<file path="config.mk">
export PLATFORM = sky130hd
export DESIGN_NAME = trivium_byte_ctrl
export DESIGN_NICKNAME = d
export VERILOG_FILES = /design/src/rtl/trivium_byte_ctrl.sv
export SDC_FILE = /design/constraint.sdc
export NUM_CORES = 1
export LEC_CHECK = 0
export CAP_MARGIN = 5
export CORE_MARGIN = 3
export CORE_UTILIZATION = 48
export CTS_BUF_LIST = sky130_fd_sc_hd__clkbuf_16
export CTS_CLUSTER_DIAMETER = 120
export CTS_CLUSTER_SIZE = 24
export DETAILED_ROUTE_END_ITERATION = 10
export PLACE_DENSITY = 0.82
export SLEW_MARGIN = 5
export SYNTH_ARGS = -nofsm -noshare
export SYNTH_HDL_FRONTEND = slang
export SYNTH_SLANG_ARGS = --single-unit
</file>
<file path="constraint.sdc">
create_clock -name clk -period 2.95 [get_ports clk]
set_input_delay 0.59 -clock clk [delete_from_list [all_inputs] [get_ports clk]]
set_output_delay 0.59 -clock clk [all_outputs]
set_load 0.01 [all_outputs]
</file>
<file path="src/rtl/trivium_byte_ctrl.sv">
// Byte-stream controller around a bit-serial Trivium keystream core.
// Optional accepted-byte counter enabled by defining TRIVIUM_BYTE_COUNT_EN.
module trivium_byte_ctrl #(
  parameter int WARMUP = 1155,
  parameter int CNT_W  = 11
) (
  input  logic        clk,
  input  logic        rst,
  input  logic        start,
  output logic        core_rst,
  output logic        core_enable,
  input  logic        core_ks_bit,
  input  logic        in_valid,
  input  logic [7:0]  in_data,
  output logic        in_ready,
  output logic        out_valid,
  output logic [7:0]  out_data,
  input  logic        out_ready,
  output logic        busy,
  output logic [15:0] byte_count,
  output logic [2:0]  dbg_state
);

  // Handshakes: a transfer happens on a rising edge where valid && ready.
  // out_valid/out_data hold until out_ready; in_ready never depends on in_valid.

  typedef enum logic [2:0] {
    S_IDLE     = 3'd0,
    S_CORE_RST = 3'd1,
    S_WARMUP   = 3'd2,
    S_GATHER   = 3'd3,
    S_READY    = 3'd4
  } state_t;

  localparam logic [CNT_W-1:0] WARMUP_LAST = CNT_W'(WARMUP - 1);
  localparam logic [CNT_W-1:0] GATHER_LAST = CNT_W'(7);

  state_t           r_state;
  state_t           w_next;
  logic [CNT_W-1:0] r_cnt;
  logic [CNT_W-1:0] w_cnt_nxt;
  logic [7:0]       r_ks_byte;
  logic             r_out_valid;
  logic [7:0]       r_out_data;
  logic             w_in_ready;
  logic             w_accept;

  // start wins over a same-cycle handshake by masking in_ready.
  assign w_in_ready = (r_state == S_READY) && (!r_out_valid || out_ready) && !start;
  assign w_accept   = in_valid && w_in_ready;
  assign in_ready   = w_in_ready;
  assign out_valid  = r_out_valid;
  assign out_data   = r_out_data;
  assign dbg_state  = r_state;

  always_comb begin
    w_next      = r_state;
    w_cnt_nxt   = r_cnt;
    core_rst    = 1'b1;
    core_enable = 1'b0;
    busy        = 1'b1;
    case (r_state)
      S_IDLE: begin
        core_rst = 1'b0;
        busy     = 1'b0;
      end
      S_CORE_RST: begin
        core_rst  = 1'b0;
        w_next    = S_WARMUP;
        w_cnt_nxt = '0;
      end
      S_WARMUP: begin
        core_enable = 1'b1;
        if (r_cnt == WARMUP_LAST) begin
          w_next    = S_GATHER;
          w_cnt_nxt = '0;
        end else begin
          w_cnt_nxt = r_cnt + CNT_W'(1);
        end
      end
      S_GATHER: begin
        core_enable = 1'b1;
        if (r_cnt == GATHER_LAST) begin
          w_next    = S_READY;
          w_cnt_nxt = '0;
        end else begin
          w_cnt_nxt = r_cnt + CNT_W'(1);
        end
      end
      S_READY: begin
        busy = 1'b0;
        if (w_accept) begin
          w_next    = S_GATHER;
          w_cnt_nxt = '0;
        end
      end
      default: w_next = S_IDLE;
    endcase
    if (start) begin
      w_next    = S_CORE_RST;
      w_cnt_nxt = '0;
    end
  end

  always_ff @(posedge clk or negedge rst) begin
    if (!rst) begin
      r_state <= S_IDLE;
      r_cnt   <= '0;
    end else begin
      r_state <= w_next;
      r_cnt   <= w_cnt_nxt;
    end
  end

  // First gathered bit ends up in bit 0 after eight right shifts.
  always_ff @(posedge clk or negedge rst) begin
    if (!rst) begin
      r_ks_byte <= 8'h00;
    end else if (start) begin
      r_ks_byte <= 8'h00;
    end else if (r_state == S_GATHER) begin
      r_ks_byte <= {core_ks_bit, r_ks_byte[7:1]};
    end
  end

  always_ff @(posedge clk or negedge rst) begin
    if (!rst) begin
      r_out_valid <= 1'b0;
      r_out_data  <= 8'h00;
    end else if (start) begin
      r_out_valid <= 1'b0;
    end else if (w_accept) begin
      r_out_valid <= 1'b1;
      r_out_data  <= in_data ^ r_ks_byte;
    end else if (out_ready) begin
      r_out_valid <= 1'b0;
    end
  end

`ifdef TRIVIUM_BYTE_COUNT_EN
  logic [15:0] r_byte_count;

  always_ff @(posedge clk or negedge rst) begin
    if (!rst) begin
      r_byte_count <= 16'h0000;
    end else if (start) begin
      r_byte_count <= 16'h0000;
    end else if (w_accept && (r_byte_count != 16'hFFFF)) begin
      r_byte_count <= r_byte_count + 16'd1;
    end
  end

  assign byte_count = r_byte_count;
`else
  assign byte_count = 16'h0000;
`endif

endmodule

</file>
==> metrics <==
wire length per cell 13.5 µm; Fill cells 276; dpl cell area 0.00197 mm²; Max H-tree Level 2; GPL Wtd Cong 0.831; Final Cycle Share 92.0%; post-synthesis sequential area ratio 45.7%; GRT Util Overall 18.7%; Max Slew Vio Count 0; syn_area_per_cell 8.88 µm²; initial antenna violation count 0; worst-case clock skew 0.00218 ns; synthesis-to-finish area growth 23.8%; Post-Route Setup TNS 0 ns; total power 1.07 mW; largest net degree at the start of global routing 32; GRT overflow 0; Yosys cell types 34; # hold bufs at CTS 0; final instance area 0.00210 mm²; Final min period 2.71 ns; Cells after DPL 259; clock buffer count from CTS 5; DR vias/cell 5.27; CP Class input port to primary output; CTS root buf clkbuf_16; num rows 20; status finished clean; die area 0.00428 mm²; drt pass-1 iters 4; via count 1403; layout cells sized above 1 5.86%; VDD IR max 0.000274 V; Post-layout nets 238; Final HPWL DP 2500 µm; # IOs 46; die height 65.5 µm; drc violations 0; clk buf depth 2; number of global-route vias before repair 1291; # setup viols final 0; Post-DRT Antenna Nets 0; synthesized cell area 0.00170 mm²; final hold viol count 0; IO Port Bufs 29; RSZ-0062 raised after global routing false; crit path capture type primary output; final hold slack 0.474 ns; first-pass GRT wire length 6060 µm; Iter 0 DRT Violations 84; Tightest Pin Transition 0.651 ns; Max-Cap Viols 0; PwrDens 510 mW/mm²; CP max FO 5; Syn. warnings 0; WP data required 2.36 ns; CP arrival 2.12 ns; leak pwr 0.896 nW; number of diodes 0; clk sinks 31; Chip Width 65.5 µm; setup bufs post-CTS 0; Finished Layout Cells 266; max_slew headroom 56.5%; register bit total from synthesis 31; Core ar. 0.00320 mm²; Peak Freq 0.369 GHz; number of gates resized after CTS 0; Reg clk slew, reported paths 0.05 ns; worst skew pair latency 0.27 ns; worst hold path class register to register; nature of the critical path startpoint input port; Total Wirelength 3600 µm; Synth Instances 191; Initial Utilization 53.0%; CTS tree yes
area by class of cell:
type	count	area (µm²)	area share, %
timing repair buffer	32	313	14.9
clock inverter	2	8.76	0.417
inverter	8	30.0	1.43
sequential	31	776	36.9
multi-input combinational	144	793	37.8
tap	44	55.1	2.62
clock buffer	5	125	5.96
state kept, by name, summed over array words and instances (netlist names):
register	count
r_cnt	11
r_ks_byte	8
out_valid	1
out_data	8
dbg_state	3
through the flow:
step	util [%]	worst slack, ns
finish	65.6	0.237
global route	65.6	0.182
CTS	65.6	0.229
detailed placement	61.4	0.253
global placement	61.4	0.288
floorplan	-	0.886
layer usage:
layer,part of all wire (%),GRT usage (%)
met3,6.8,4.96
met1,45,25.2
met5,0,0
met2,46,27.9
met4,2.5,8.81
synth_stat cells:
master / number / share of area (%)
a211o_1: 1 / 0.52
a211oi_2: 1 / 0.74
a21o_1: 2 / 0.88
a21oi_1: 15 / 4.4
a221o_1: 1 / 0.59
a22o_1: 3 / 1.5
a31oi_1: 1 / 0.37
a32oi_1: 1 / 0.52
a41oi_1: 1 / 0.52
and2_1: 3 / 1.1
and3_1: 1 / 0.37
and4b_1: 1 / 0.59
and4bb_2: 1 / 0.74
buf_4: 16 / 7.1
buf_6: 1 / 0.66
clkbuf_1: 6 / 1.3
conb_1: 1 / 0.22
dfrtp_1: 31 / 46
ha_1: 2 / 1.5
inv_1: 8 / 1.8
mux2_2: 1 / 0.66
nand2_1: 32 / 7.1
nand2b_1: 3 / 1.1
nand3_1: 7 / 2.1
nor2_1: 6 / 1.3
nor2b_1: 1 / 0.37
nor3_1: 3 / 0.88
nor3b_1: 2 / 0.88
nor4_1: 1 / 0.37
o21ai_0: 19 / 5.6
o21bai_1: 4 / 1.8
or2_2: 1 / 0.37
or3_1: 6 / 2.2
xnor2_1: 8 / 4.1
cells in the final DEF, fill, tap and decap left out, types with 2 or more instances in the layout:
cell,count
o21ai_0,19
dfrtp_1,31
clkbuf_16,5
a21oi_1,15
nand2_1,32
ha_1,2
buf_4,3
a22o_1,3
nor2_1,6
and2_1,3
or3_1,6
nand3_1,7
conb_1,16
a21o_1,2
nor3_1,3
nand2b_1,3
o21bai_1,4
inv_1,8
nor3b_1,2
xnor2_1,8
clkdlybuf4s50_1,29
critical path, stage by stage:
cell	delay, ns
clkdlybuf4s50_1	0.44
nand2b_1	0.20
nor3b_1	0.29
clkdlybuf4s50_1	0.59
path summary, 6_finish.rpt:
kind,startpoint,end,slack (ns),cells after the start
worst max-delay path,out_ready,in_ready,0.24,4
worst min-delay path,out_data[0],out_data[0],0.47,2
worst max register to register,r_cnt[0],r_cnt[3],0.71,6
worst min register to register,out_data[0],out_data[0],0.47,2
max in group asynchronous,rst,out_data[1],1.95,2
min in group asynchronous,rst,r_cnt[0],0.71,2
power by group:
part           internal, mW  switching (mW)
Clock                 0.302           0.163
Combinational        0.0710          0.0829
Sequential            0.438          0.0140
kinds of logic after synthesis:
group	share of synthesized area (%)
flops	45.7
compound gates	17.5
mux	0.664
xor+xnor	4.13
buf+inv	10.8
other cells	0.221
fa+ha+maj	1.47
simple gates	19.5
No activity file was read; power rests on OpenSTA's default activity.
